--- src/rtl/data_sync_tx_if.sv ---
// Handshake and crossing-bus signals of the data_sync_tx source side.
// master = environment/producer side, slave = data_sync_tx itself.
interface data_sync_tx_if #(
  parameter int unsigned BUS_WIDTH = 8
);
  logic                 src_valid;
  logic [BUS_WIDTH-1:0] src_data;
  logic                 src_ready;
  logic                 dst_ack;
  logic [BUS_WIDTH-1:0] unsync_bus;
  logic                 bus_enable;
  logic                 done_pulse;

  modport master (
    output src_valid, src_data, dst_ack,
    input  src_ready, unsync_bus, bus_enable, done_pulse
  );

  modport slave (
    input  src_valid, src_data, dst_ack,
    output src_ready, unsync_bus, bus_enable, done_pulse
  );
endinterface

--- src/rtl/data_sync_tx.sv ---
// Source side of a 4-phase req/ack bus synchronizer: registers a word and a level
// request for the destination, completes once the synchronized ack has risen and fallen.
module data_sync_tx #(
  parameter int unsigned NUM_STAGES = 2,
  parameter int unsigned BUS_WIDTH  = 8
) (
  input  logic          clk,
  input  logic          reset_n,
  data_sync_tx_if.slave bus
);

  typedef enum logic [1:0] {
    IDLE     = 2'd0,
    REQ      = 2'd1,
    WAIT_LOW = 2'd2
  } state_t;

  state_t                state_q;
  state_t                state_d;
  logic [NUM_STAGES-1:0] ack_sync_q;
  logic                  ack_sync;
  logic [BUS_WIDTH-1:0]  unsync_bus_q;
  logic                  bus_enable_q;
  logic                  bus_enable_d;
  logic                  done_pulse_q;
  logic                  done_pulse_d;
  logic                  load;
  logic                  src_ready;

  // dst_ack enters the first flop directly; nothing downstream sees it unsynchronized
  always_ff @(posedge clk or negedge reset_n) begin
    if (!reset_n) begin
      ack_sync_q <= '0;
    end else begin
      ack_sync_q <= {ack_sync_q[NUM_STAGES-2:0], bus.dst_ack};
    end
  end

  assign ack_sync  = ack_sync_q[NUM_STAGES-1];
  assign src_ready = (state_q == IDLE) && !ack_sync;

  always_ff @(posedge clk or negedge reset_n) begin
    if (!reset_n) begin
      state_q      <= IDLE;
      bus_enable_q <= 1'b0;
      done_pulse_q <= 1'b0;
      unsync_bus_q <= '0;
    end else begin
      state_q      <= state_d;
      bus_enable_q <= bus_enable_d;
      done_pulse_q <= done_pulse_d;
      if (load) begin
        unsync_bus_q <= bus.src_data;
      end
    end
  end

  always_comb begin
    state_d      = state_q;
    bus_enable_d = bus_enable_q;
    done_pulse_d = 1'b0;
    load         = 1'b0;
    unique case (state_q)
      IDLE: begin
        if (bus.src_valid && src_ready) begin
          load         = 1'b1;
          bus_enable_d = 1'b1;
          state_d      = REQ;
        end
      end
      REQ: begin
        // request is held with no timeout until the destination acknowledges
        if (ack_sync) begin
          bus_enable_d = 1'b0;
          state_d      = WAIT_LOW;
        end
      end
      WAIT_LOW: begin
        if (!ack_sync) begin
          done_pulse_d = 1'b1;
          state_d      = IDLE;
        end
      end
      default: begin
        bus_enable_d = 1'b0;
        state_d      = IDLE;
      end
    endcase
  end

  assign bus.src_ready  = src_ready;
  assign bus.unsync_bus = unsync_bus_q;
  assign bus.bus_enable = bus_enable_q;
  assign bus.done_pulse = done_pulse_q;

endmodule

--- src/flat_wrapper.sv ---
// flat-port wrapper written by rule: the top's interface ports become plain ports
module data_sync_tx_flat 
#(
  parameter int unsigned NUM_STAGES = 2,
  parameter int unsigned BUS_WIDTH  = 8
)
  (clk, reset_n, bus_src_valid, bus_src_data, bus_dst_ack, bus_src_ready, bus_unsync_bus, bus_bus_enable, bus_done_pulse);
  data_sync_tx_if #(.BUS_WIDTH(BUS_WIDTH)) bus_i ();
  input  logic clk;
  input  logic reset_n;
  input wire logic [$bits(bus_i.src_valid)-1:0] bus_src_valid;
  input wire logic [$bits(bus_i.src_data)-1:0] bus_src_data;
  input wire logic [$bits(bus_i.dst_ack)-1:0] bus_dst_ack;
  output wire logic [$bits(bus_i.src_ready)-1:0] bus_src_ready;
  output wire logic [$bits(bus_i.unsync_bus)-1:0] bus_unsync_bus;
  output wire logic [$bits(bus_i.bus_enable)-1:0] bus_bus_enable;
  output wire logic [$bits(bus_i.done_pulse)-1:0] bus_done_pulse;
  assign bus_i.src_valid = bus_src_valid;
  assign bus_i.src_data = bus_src_data;
  assign bus_i.dst_ack = bus_dst_ack;
  assign bus_src_ready = bus_i.src_ready;
  assign bus_unsync_bus = bus_i.unsync_bus;
  assign bus_bus_enable = bus_i.bus_enable;
  assign bus_done_pulse = bus_i.done_pulse;
  data_sync_tx #(.NUM_STAGES(NUM_STAGES), .BUS_WIDTH(BUS_WIDTH)) u_core (.clk(clk), .reset_n(reset_n), .bus(bus_i));
endmodule
--- config.mk ---
export PLATFORM = sky130hd
export DESIGN_NAME = data_sync_tx_flat
export DESIGN_NICKNAME = d
export VERILOG_FILES = /design/src/rtl/data_sync_tx_if.sv /design/src/rtl/data_sync_tx.sv /design/src/flat_wrapper.sv
export SDC_FILE = /design/constraint.sdc
export NUM_CORES = 1
export LEC_CHECK = 0
export ABC_CLOCK_PERIOD_IN_PS = 1800
export BUFFER_PORTS_ARGS = -buffer_cell sky130_fd_sc_hd__buf_2
export CORE_MARGIN = 5
export CORE_UTILIZATION = 35
export DETAILED_ROUTE_END_ITERATION = 10
export PLACE_DENSITY = 0.73
export SYNTH_ARGS = -nofsm -noshare
export SYNTH_HDL_FRONTEND = slang
export SYNTH_SLANG_ARGS = --single-unit
export TNS_END_PERCENT = 1
--- constraint.sdc ---
create_clock -name clk -period 1.8 [get_ports clk]
set_input_delay 0.36 -clock clk [delete_from_list [all_inputs] [get_ports clk]]
set_output_delay 0.36 -clock clk [all_outputs]
set_load 0.02 [all_outputs]
==> qor.csv <==
stage,metric,value,unit
run_status,status,finished clean,
yosys,Post-Syn Area,533.0,um2
yosys,YS warnings,0,
cells_and_area,Layout Nets,73,
sta,Fin Hold WS,0.1889,ns
clock_tree,maximum root-to-sink buffer count,2,
power_and_ir_drop,Lkg Pwr,0.3396,nW
floorplan,Ports,23,
critical_path,Worst Path Arrival,1.68,ns
placement,Routability Congestion,0.6595,
critical_path,worst path bufs/invs,0,
critical_path,CP max stage cell,nor4b_4,
critical_path,R2R depth,2,
clock_tree,Clock Tree Root,clkbuf_4,
yosys,sequential cell area fraction in the yosys report,0.6573,
sta,Setup TNS,0,ns
cells_and_area,Layout area overhead,28.40,%
clock_tree,CTS Buf Count,3,
power_and_ir_drop,Pwr Density,1227,nW/um2
global_routing,largest net degree at the start of global routing,15,
global_routing,gr usage total,0.08524,
clock_tree,latest clock arrival within the worst-skew pair,0.27,ns
worst_hold_path,hold depth,1,
sta,final hold violations,0,
power_and_ir_drop,Pwr Total,0.8400,mW
placement,Setup WS pre-CTS,0.2622,ns
critical_path,Crit path max-delay family,simple AND/OR/NAND/NOR gates,
sta,Clock Skews,0.002517,ns
cells_and_area,fin cells,75,
power_and_ir_drop,peak supply drop,0.7038,mV
floorplan,Cell Rows,14,
sta,Worst-Margin Slew,0.5080,ns
critical_path,CP peak stage delay,0.55,ns
yosys,"flops & latches, synth",14,
critical_path,CP startpoint kind,flip-flop,
sta,Setup Viol. Count Final,0,
clock_tree,Hold Buf Count CTS,1,
cells_and_area,fill count,148,
critical_path,Critical Path Stages,2,
yosys,Mean Syn Cell Area,15.68,um2
global_routing,GRT Residual Overflow,0,
detailed_routing,Via density,4.707,
critical_path,CP Class,reg2reg,
clock_tree,CTS sink cnt,14,
detailed_routing,Final ANT Viol Nets,0,
sta,Rel. slew slack,0.6599,
floorplan,die area,2403,um2
critical_path,worst-path cell chain,nor4b_4 > mux2_2,
sta,Final Slew Violations,0,
global_routing,vias in the first global route,394,
cells_and_area,post-route cell area,684.4,um2
yosys,Synth Instances,34,
yosys,Synth cell types,12,
placement,Placed Area,651.9,um2
placement,HPWL Detailed,736.5,um
detailed_routing,Routed wire per std cell,12.41,um
floorplan,Die Height,49.03,um
critical_path,CP Max Fanout,8,
sta,period utilisation layout,0.8458,
detailed_routing,DRT Pass-1 Iters,3,
clock_tree,CTS tree,yes,
clock_tree,clk slew on worst S/H paths,0.08,ns
floorplan,Die X,49.03,um
detailed_routing,drt total wl,931,um
cells_and_area,ANT cells,0,
detailed_routing,Vias,353,
sta,unrepaired setup endpoints after global routing,false,
detailed_routing,drt initial violations,1,
worst_hold_path,worst hold-check path type,in2reg,
job,max_cap viols,0,
clock_tree,CTS H-Tree Depth,1,
placement,# port buffers,22,
critical_path,Critical Path RT,1.96,ns
floorplan,CORE AREA,1471,um2
critical_path,crit path capture type,flip-flop,
sta,crit path time final,1.523,ns
placement,Cells after DPL,71,
sta,final worst slack,0.2775,ns
cells_and_area,layout cells sized above 1,0.5763,
global_routing,initial antenna violation count,0,
global_routing,global-route wire length before repair,1.587,mm
cells_and_area,Layout Utilization,0.4651,
sta,Max Freq,656.8,MHz
clock_tree,post_cts resized,0,
clock_tree,setup bufs post-CTS,0,
floorplan,Initial Util,0.3622,
detailed_routing,Residual DRC,0,
yosys,Synthesized Nets,46,
[layout by cell type (no fill, tap or decap)]
master | netlist | routed
nor3_1 | 2 | 2
nor2_1 | 1 | 1
o32ai_1 | 1 | 1
mux2_2 | 8 | 8
buf_2 | 0 | 22
clkbuf_4 | 0 | 3
inv_1 | 2 | 2
nor3b_1 | 1 | 1
dlygate4sd3_1 | 0 | 1
and2_1 | 1 | 1
dfrtp_1 | 14 | 14
a21oi_1 | 1 | 1
nor4b_4 | 1 | 1
xor2_1 | 1 | 1
[synth_stat cells (all sizes together)]
master / n / area share
dfrtp: 14 / 0.66
mux2: 8 / 0.17
inv: 2 / 0.014
nor3: 2 / 0.019
a21oi: 1 / 0.0094
and2: 1 / 0.012
buf: 1 / 0.021
nor2: 1 / 0.0070
nor3b: 1 / 0.014
nor4b: 1 / 0.045
o32ai: 1 / 0.016
xor2: 1 / 0.016
[power by group]
group / internal, mW / leakage, nW / total [mW] / switching, mW
Combinational: 0.109 / 0.158 / 0.247 / 0.137
Clock: 0.0774 / 0.0138 / 0.168 / 0.0905
Sequential: 0.381 / 0.168 / 0.425 / 0.0441
[final cells by class]
type	instances	area, um2	share of cell area
flip-flops and latches	14	350.3	0.5119
multi-input cells	17	163.9	0.2395
repair buffers	23	120.1	0.1755
clock buffers	3	22.52	0.03291
well taps	16	20.02	0.02925
inverters	2	7.507	0.01097
[registers in the layout, indices dropped and copies added (netlist names)]
name	flops
u_core.bus.done_pulse	1
u_core.ack_sync_q	2
u_core.bus.unsync_bus	8
u_core.state_q	2
u_core.bus.bus_enable	1
[path summary, 6_finish.rpt]
path,from,end,slack (ns)
setup reg to reg,u_core.state_q[1],u_core.bus.unsync_bus[0],0.28
setup / recovery,u_core.state_q[1],u_core.bus.unsync_bus[0],0.28
max in group asynchronous,reset_n,u_core.bus.unsync_bus[5],1.07
min in group asynchronous,reset_n,u_core.state_q[1],0.50
hold / removal,bus_dst_ack,u_core.ack_sync_q[0],0.19
hold reg to reg,u_core.ack_sync_q[0],u_core.ack_sync_q[1],0.35
[cell families (layout without fill, tap and decap cells)]
group | Yosys count | count (layout) | synth area share
flops | 14 | 14 | 0.6573
mux | 8 | 8 | 0.1690
simple gates | 6 | 6 | 0.09625
buf+inv | 3 | 28 | 0.03522
compound gates | 2 | 2 | 0.02582
xor+xnor | 1 | 1 | 0.01643
[layer usage]
layer  vias to the layer above  track usage  part of all wire
met5                         -            0                 0
met4                         0      0.06726             0.028
met3                         4      0.02446             0.062
met2                        14       0.1413              0.51
met1                       163      0.08846              0.40
li1                        172            -                 -
(Power assumes the default switching activity.)
